`src/rtl/alu_share_arbiter.sv`:
```
// Shares one combinational ALU between two requesters. Each operation runs IDLE -> EXEC -> RESP.
// Build option ALU_ARB_FIXED_PRIO_EN replaces round-robin arbitration with fixed r0-first priority.
module alu_share_arbiter #(
   parameter int DW = 32
) (
   input  logic          clk,
   input  logic          rst_n,
   input  logic          r0_valid,
   input  logic          r1_valid,
   output logic          r0_ready,
   output logic          r1_ready,
   input  logic [DW-1:0] r0_a,
   input  logic [DW-1:0] r0_b,
   input  logic [DW-1:0] r1_a,
   input  logic [DW-1:0] r1_b,
   input  logic [2:0]    r0_aluop,
   input  logic [2:0]    r1_aluop,
   input  logic [2:0]    r0_funct3,
   input  logic [2:0]    r1_funct3,
   output logic          r0_rsp_valid,
   output logic          r1_rsp_valid,
   input  logic          r0_rsp_ready,
   input  logic          r1_rsp_ready,
   output logic [DW-1:0] rsp_result,
   output logic          rsp_zero,
   output logic [DW-1:0] alu_a,
   output logic [DW-1:0] alu_b,
   output logic [2:0]    alu_aluop,
   output logic [2:0]    alu_funct3,
   input  logic [DW-1:0] alu_result,
   input  logic          alu_zero,
   output logic          busy
);

   typedef enum logic [1:0] {IDLE, EXEC, RESP} state_t;

   state_t        state, state_nxt;
   logic          owner;
   logic          grant;
   logic          accept;
   logic          rsp_fire;
   logic [DW-1:0] a_q, b_q, result_q;
   logic [2:0]    aluop_q, funct3_q;
   logic          zero_q;

`ifdef ALU_ARB_FIXED_PRIO_EN
   assign grant = r1_valid && !r0_valid;
`else
   logic rr_ptr;

   // rr_ptr only matters when both requesters contend.
   assign grant = (r0_valid && r1_valid) ? rr_ptr : r1_valid;

   always_ff @(posedge clk) begin
      if (!rst_n)
         rr_ptr <= 1'b0;
      else if (accept)
         rr_ptr <= ~grant;
   end
`endif

   // Handshake outputs are gated by rst_n so they read 0 during the reset cycle itself.
   assign accept       = rst_n && (state == IDLE) && (r0_valid || r1_valid);
   assign r0_ready     = accept && !grant;
   assign r1_ready     = accept && grant;
   assign rsp_fire     = (state == RESP) && (owner ? r1_rsp_ready : r0_rsp_ready);
   assign r0_rsp_valid = rst_n && (state == RESP) && !owner;
   assign r1_rsp_valid = rst_n && (state == RESP) && owner;
   assign busy         = rst_n && (state != IDLE);

   assign alu_a      = a_q;
   assign alu_b      = b_q;
   assign alu_aluop  = aluop_q;
   assign alu_funct3 = funct3_q;
   assign rsp_result = result_q;
   assign rsp_zero   = zero_q;

   always_comb begin
      state_nxt = state;
      case (state)
         IDLE:    if (accept) state_nxt = EXEC;
         EXEC:    state_nxt = RESP;
         RESP:    if (rsp_fire) state_nxt = IDLE;
         default: state_nxt = IDLE;
      endcase
   end

   always_ff @(posedge clk) begin
      if (!rst_n) begin
         state    <= IDLE;
         owner    <= 1'b0;
         a_q      <= '0;
         b_q      <= '0;
         aluop_q  <= '0;
         funct3_q <= '0;
         result_q <= '0;
         zero_q   <= 1'b0;
      end else begin
         state <= state_nxt;
         if (accept) begin
            owner    <= grant;
            a_q      <= grant ? r1_a      : r0_a;
            b_q      <= grant ? r1_b      : r0_b;
            aluop_q  <= grant ? r1_aluop  : r0_aluop;
            funct3_q <= grant ? r1_funct3 : r0_funct3;
         end
         if (state == EXEC) begin
            result_q <= alu_result;
            zero_q   <= alu_zero;
         end
      end
   end

endmodule
```
`config.mk`:
```
export PLATFORM = sky130hd
export DESIGN_NAME = alu_share_arbiter
export DESIGN_NICKNAME = d
export VERILOG_FILES = /design/src/rtl/alu_share_arbiter.sv
export SDC_FILE = /design/constraint.sdc
export NUM_CORES = 1
export LEC_CHECK = 0
export CAP_MARGIN = 20
export CORE_ASPECT_RATIO = 0.5
export CORE_MARGIN = 2
export CORE_UTILIZATION = 25
export CTS_CLUSTER_DIAMETER = 200
export DETAILED_ROUTE_END_ITERATION = 12
export PLACE_DENSITY = 0.64
export SETUP_SLACK_MARGIN = 0.1
export SLEW_MARGIN = 30
export SYNTH_ARGS = -nofsm -noshare
export SYNTH_HDL_FRONTEND = slang
export SYNTH_SLANG_ARGS = --single-unit
```
`constraint.sdc`:
```
create_clock -name clk -period 2.3 [get_ports clk]
set_input_delay 0.575 -clock clk [delete_from_list [all_inputs] [get_ports clk]]
set_output_delay 0.575 -clock clk [all_outputs]
set_load 0.01 [all_outputs]
```
# Word-level counts from Yosys, hierarchy flattened
# Index checks and enable logic that the tools add are counted.
# totals
register_bits,107
latch_bits,0
ram_bits,0
mem_bits_ro,0
input_bits,179
mem_count,0
# classes
add_sub_neg,0
n_mul,0
n_div,0
magnitude_cmp,0
n_eq_ne,4
shift,0
mux,9
n_bitwise,1
reduce_logical,16
# op_table
cell,count
32-bit two-way mux,2
1-bit logical AND,10
3-bit two-way mux,2
2-bit case mux with 3 select lines,1
2-bit two-way mux,2
"2-bit != test, second input constant",2
"2-bit by 1-bit == test with 1-bit output, second input constant",1
"2-bit == test, second input constant",1
1-bit logical NOT,2
2-bit logical NOT,1
1-bit two-way mux,2
2-bit AND reduction,1
2-bit nonzero test,1
1-bit logical OR,1
1-bit NOT,1

# Logic depth before layout (Yosys ltp)
# Gate-level depths: netlist (run 1).
# depth
ltp_word,5
mapped_depth,5
mapped_depth_nobuf,3

# Worst setup path after synthesis (run 1)
# No wires, ideal clock.
# synth_timing
kind,input-to-output
startpoint,input rst_n
endpoint,output r1_ready
arrival_time_ns,1.643
t_required_ns,1.725
path_slack_ns,0.082
path_stages,4
n_path_buf,2
path_cell_list,or3b_1 buf_6 clkbuf_1 nor3b_1
# synth_between
elab_chain_cells,3
# synth_lines
element,line,rtl
from (decl),7,"input logic rst_n,"
1-bit logical AND (2 in series),63,assign accept = rst_n && (state == IDLE) && (r0_valid || r1_valid);
1-bit logical AND,65,assign r1_ready = accept && grant;
to (decl),11,"output logic r1_ready,"
# Every way passes these cells.

# Final worst setup path (run 1)
# layout_timing
startpoint,input r0_valid
endpoint,output r0_ready
# layout_between
elab_chain_cells,4
# layout_lines
element,line,rtl
from (decl),8,"input logic r0_valid,"
1-bit logical AND,52,assign grant = (r0_valid && r1_valid) ? rr_ptr : r1_valid;
1-bit two-way mux,52,
1-bit logical NOT,64,assign r0_ready = accept && !grant;
1-bit logical AND (*),64,
to (decl),10,"output logic r0_ready,"
# Mark *: on every way between the ends. The rest lies on a longest branch, timed or not.

==> impl_metrics.env, run 1 <==
export IMPL_status="finished clean"
export IMPL_fin_nets=928
export IMPL_antenna_cells=0
export IMPL_overflow=0
export IMPL_critPathMaxFanout=3
export IMPL_r2r_start="state[1]"
export IMPL_cts_root_buf="clkbuf_16"
export IMPL_p_per_area_mw_per_mm2=649
export IMPL_clock_sinks=107
export IMPL_final_layout_size_suffix_gt1_frac=0.0531
export IMPL_pre_cts_slack_ns=-0.607
export IMPL_seq_area_frac_synth=0.491
export IMPL_yosysWarnings=0
export IMPL_start_util=0.253
export IMPL_hold_viol_final=0
export IMPL_ys_ff_latch=107
export IMPL_cts_buffer_depth=2
export IMPL_rsz0062_at_grt="false"
export IMPL_synth_edf_count=0
export IMPL_drv_slew=0
export IMPL_die_y_um=97.4
export IMPL_die_area_mm2=0.0186
export IMPL_place_area_mm2=0.00737
export IMPL_tightestPinTransition_ns=0.834
export IMPL_cts_setup_buffers=0
export IMPL_yosys_area_top_type="dfxtp_1"
export IMPL_end_kind="output port"
export IMPL_syn_instance_count=490
export IMPL_grt_max_degree=72
export IMPL_grt_pass1_vias=4723
export IMPL_synthArstFlopShare=0
export IMPL_cp_startpoint="r0_valid"
export IMPL_vdd_drop_max_v=0.000316
export IMPL_hpwl_um=11100
export IMPL_finalSetupTns_ns=0
export IMPL_wl_per_cell_um=16.7
export IMPL_vias=4677
export IMPL_wl_um=16500
export IMPL_fill_cells=1686
export IMPL_clock_fmax_ghz=0.470
export IMPL_synth_area_leaders="dfxtp_1 (49%), a221o_1 (16%), nand2_1 (12%)"
export IMPL_ff_latch_area_mm2=0.00214
export IMPL_io_buffers=286
export IMPL_cts_tree="built"
export IMPL_grtUsageTotal=0.177
export IMPL_postLayoutCellArea_mm2=0.00772
export IMPL_gp_congestion=0.785
export IMPL_multi_input_area_mm2=0.00199
export IMPL_dieWidth_um=191
export IMPL_cellLeakagePower_uw=0.00287
export IMPL_fin_skew_ns=0.00954
export IMPL_ant_nets=0
export IMPL_setup_viol=0
export IMPL_clk_pin_slew_ns=0.07
export IMPL_grt_pass1_wl_um=26000
export IMPL_ios=287
export IMPL_syn_avg_cell_area_um2=8.90
export IMPL_ctsHtreeMaxLevel=3
export IMPL_drv_cap=0
export IMPL_insertion_delay_ns=0.34
export IMPL_cp_data_arrival_time_ns=1.55
export IMPL_synth_top_area_frac=0.491
export IMPL_synth_fp_nets=669
export IMPL_synthesis_area_mm2=0.00436
export IMPL_synth_distinct_cells=22
export IMPL_crit_type="in -> out"
export IMPL_grt_antenna_before_repair=0
export IMPL_critPathMaxStageDelay_ns=0.51
export IMPL_synth_most_common_cell="nand2_1"
export IMPL_core_area_mm2=0.0172
export IMPL_vias_per_cell=4.73
export IMPL_synthToLayoutAreaGrowth_pct=77.0
export IMPL_crit_path_start_kind="primary input"
export IMPL_cts_made_buffers=9
export IMPL_min_period_ns=2.13
export IMPL_drt_iter0_markers=208
export IMPL_dr_pass1_iters=5
export IMPL_drc=0
export IMPL_rows=34
export IMPL_synth_flop_cell="dfxtp_1"
export IMPL_cp_cell_sequence="clkdlybuf4s50_1, inv_1, a211oi_4, buf_2"
export IMPL_relSlewSlack=0.444
export IMPL_crit_required_ns=1.73
export IMPL_hp_start="rsp_result[1]"
export IMPL_yosys_top_cells_count="nand2_1 (138), dfxtp_1 (107), a221o_1 (70), nor3_1 (70), clkbuf_1 (43)"
export IMPL_finalCritPeriodShare=0.925
export IMPL_hp_class="reg -> reg"
export IMPL_slowest_stage="clkdlybuf4s50_1"
export IMPL_worst_slack_ns=0.172
==> critical path: cells and delay by family <==
family	cells	cell delay (ns)
compound gates	1	0.22
buf+inv	3	0.76
==> layer usage <==
metal  GRT usage  part of all wire  up-vias
met4      0.0525             0.024        0
met5           0                 0        -
met3      0.0404             0.039       25
met2       0.312              0.51      124
met1       0.214              0.42     2255
li1            -                 -     2273
==> state kept, by name, summed over array words and instances (netlist names) <==
name        flops
rsp_result     32
alu_funct3      3
rr_ptr          1
alu_b          32
alu_aluop       3
alu_a          32
owner           1
rsp_zero        1
state           2
==> layout make-up <==
class | count | area share
Timing Repair Buffer | 299 | 0.387
Sequential cell | 107 | 0.278
Multi-Input combinational cell | 331 | 0.257
Tap cell | 234 | 0.0379
Clock buffer | 10 | 0.0310
Clock inverter | 6 | 0.00827
Inverter | 1 | 0.000486
==> stage by stage <==
stage	total power (uW)	instances	hold WS, ns	utilization
detailed placement	3450	971	0.447	0.428
CTS	5080	988	0.456	0.448
global route	5260	988	0.472	0.448
global placement	3440	971	0.441	0.428
finish	5010	988	0.453	0.448
floorplan	2670	490	0.479	-
==> where the power goes <==
group          total [uW]  internal, uW  switching [uW]
registers            2130          2030             100
clock network        1590           876             717
logic                1290           751             534
total                5010          3660            1350
==> layout by cell type (no fill, tap or decap), drive strengths merged <==
master,instances
nand2,138
and3,1
mux2i,1
and2b,1
a211oi,1
a221o,70
nor3,70
bufbuf,1
clkinv,2
a21bo,1
nand2b,1
a21boi,34
bufinv,1
o31a,1
dfxtp,107
buf,16
clkdlybuf4s50,279
nor3b,1
clkbuf,10
nor2b,4
nor2,4
dlygate4sd2,3
a21o,1
a21oi,1
inv,2
clkinvlp,2
or3b,1
==> final timing paths <==
| check | cells past startpoint | slack [ns] | end |
|---|---|---|---|
| setup / recovery | 4 | 0.17 | r0_ready |
| hold / removal | 2 | 0.45 | rsp_result[1] |
| setup reg to reg | 4 | 0.31 | alu_b[1] |
| hold reg to reg | 2 | 0.45 | rsp_result[1] |
==> timing repair <==
item                       4_1_cts  5_1_grt
hold buffers                     0        0
gates cloned                     1        0
pin swaps                        0        1
gates resized for setup         19        3
setup endpoints to repair       75        4
==> cells by family after synthesis <==
family | count (synthesis) | share of synthesized area
AO/OA/AOI/OAI | 109 | 0.231
buffers and inverters | 52 | 0.0586
flip-flops | 107 | 0.491
multiplexers | 1 | 0.00230
AND/OR/NAND/NOR | 221 | 0.217
(Power assumes the default switching activity.)
==> run 2: changes to the inputs <==
- GPL_ROUTABILITY_DRIVEN: not set -> 0
==> results of run 2 <==
Final layout, timing and power as in run 1 (identical DEF).
==> run 3: changes to the inputs <==
- MAX_ROUTING_LAYER: not set -> met4
==> run 3 against run 2 <==
Sequential share of layout area unchanged. Fmax about the same. Sequential power about the same. Wire length is 0.31% lower. Non-clock buffer count unchanged. Flip-flop and latch count unchanged. Global-route usage grew 0.51 points. Die area stayed put. Clock power barely moved. Cell area did not move.
==> impl_metrics.env, run 3 (same netlist as run 1, synthesis figures left out) <==
export IMPL_wl_um=16500
export IMPL_final_core_util=0.448
export IMPL_die_y_um=97.4
export IMPL_overflow=0
export IMPL_crit_path_start_kind="primary input"
export IMPL_p_switching_uw=1350
export IMPL_rsz0062_at_grt="false"
export IMPL_rows=34
export IMPL_final_cell_mix="clkdlybuf4s50_1 (279), nand2_1 (138), dfxtp_1 (107)"
export IMPL_cts_root_buf="clkbuf_16"
export IMPL_total_power_uw=5010
export IMPL_end_kind="output port"
export IMPL_vdd_drop_max_v=0.000316
export IMPL_fin_skew_ns=0.00878
export IMPL_fill_cells=1686
export IMPL_grt_pass1_wl_um=26000
export IMPL_vias=4731
export IMPL_hold_viol_final=0
export IMPL_crit_type="in -> out"
export IMPL_final_layout_size_suffix_gt1_frac=0.0531
export IMPL_clk_pin_slew_ns=0.07
export IMPL_insertion_delay_ns=0.35
export IMPL_finalCritPeriodShare=0.925
export IMPL_p_per_area_mw_per_mm2=650
export IMPL_cellLeakagePower_uw=0.00287
export IMPL_wl_met1_um=6940
export IMPL_critPathMaxFanout=3
export IMPL_power_frac_clock=0.318
export IMPL_drc=0
export IMPL_cts_buffer_depth=2
export IMPL_cts_tree="built"
export IMPL_layout_commonest_cell="clkdlybuf4s50_1"
export IMPL_finalSetupTns_ns=0
export IMPL_switching_share=0.270
export IMPL_clock_sinks=107
export IMPL_core_area_mm2=0.0172
export IMPL_relSlewSlack=0.432
export IMPL_start_util=0.253
export IMPL_dieWidth_um=191
export IMPL_wl_per_cell_um=16.7
export IMPL_routed_wl_met3_um=673
export IMPL_clock_fmax_ghz=0.470
export IMPL_cts_setup_buffers=0
export IMPL_status="finished clean"
export IMPL_ctsHtreeMaxLevel=3
export IMPL_grtUsageTotal=0.182
export IMPL_drv_slew=0
export IMPL_top_layer_used="met4"
export IMPL_io_buffers=286
export IMPL_hpwl_um=11100
export IMPL_grt_max_degree=72
export IMPL_postLayoutCellArea_mm2=0.00772
export IMPL_hp_class="reg -> reg"
export IMPL_ant_nets=0
export IMPL_ios=287
export IMPL_cp_data_arrival_time_ns=1.55
export IMPL_cts_made_buffers=9
export IMPL_sequentialPowerShare=0.425
export IMPL_setup_viol=0
export IMPL_synthToLayoutAreaGrowth_pct=77.0
export IMPL_fin_nets=928
export IMPL_drt_iter0_markers=220
export IMPL_die_area_mm2=0.0186
export IMPL_met2_length_um=8480
export IMPL_place_area_mm2=0.00737
export IMPL_grt_antenna_before_repair=0
export IMPL_dr_pass1_iters=5
export IMPL_holdWs_ns=0.453
export IMPL_min_period_ns=2.13
export IMPL_drv_cap=0
export IMPL_combPwrFrac=0.256
export IMPL_crit_required_ns=1.73
export IMPL_tightestPinTransition_ns=0.853
export IMPL_antenna_cells=0
export IMPL_internal_power_uw=3660
export IMPL_vias_per_cell=4.79
export IMPL_grt_pass1_vias=4724
## run 3: cell counts in the layout (fill, tap and decap cells not counted)
Identical to the previous run, type by type.
## run 3: worst paths after layout
path	cells past startpoint	slack, ns	startpoint	to
worst max register to register	4	0.32	state[1]	alu_a[22]
worst min register to register	2	0.45	rsp_result[1]	rsp_result[1]
worst max-delay path	4	0.17	r0_valid	r0_ready
worst min-delay path	2	0.45	rsp_result[1]	rsp_result[1]
## run 3: repair_timing
action                     4_1_cts  5_1_grt
resized for setup               19        3
setup endpoints to repair       75        4
hold buffers                     0        0
gates cloned                     1        0
pin swaps                        0        1
## run 3: layer usage
| metal | GRT usage | vias to the layer above |
|---|---|---|
| li1 | - | 2272 |
| met1 | 0.216 | 2287 |
| met2 | 0.312 | 146 |
| met3 | 0.0379 | 26 |
| met4 | 0.0525 | 0 |
| met5 | - | - |
## run 3: worst max-delay path, cell delays in order
cell,delay [ns]
clkdlybuf4s50_1,0.51
inv_1,0.08
a211oi_4,0.22
buf_2,0.17
## run 3: through the flow
stage	std cells	setup slack (ns)
after floorplan	490	0.0871
after global placement	971	-0.597
after detailed placement	971	-0.607
after CTS	988	0.0279
after global routing	988	0.118
final	988	0.172
## run 3: cell type report
| cell class | count | area [um2] | area share |
|---|---|---|---|
| sequential | 107 | 2140 | 0.278 |
| clock inverter | 6 | 63.8 | 0.00827 |
| clock buffer | 10 | 239 | 0.0310 |
| tap | 234 | 293 | 0.0379 |
| multi-input combinational | 331 | 1990 | 0.257 |
| timing repair buffer | 299 | 2990 | 0.387 |
| inverter | 1 | 3.75 | 0.000486 |
## run 3: power groups by stage
stage          combinational, uW  sequential (uW)  clock [uW]
2_1_floorplan                427             2250           0
3_5_place_dp                1280             2170           0
4_1_cts                     1300             2130        1650
3_3_place_gp                1270             2170           0
5_1_grt                     1380             2150        1730
6_report                    1280             2130        1600
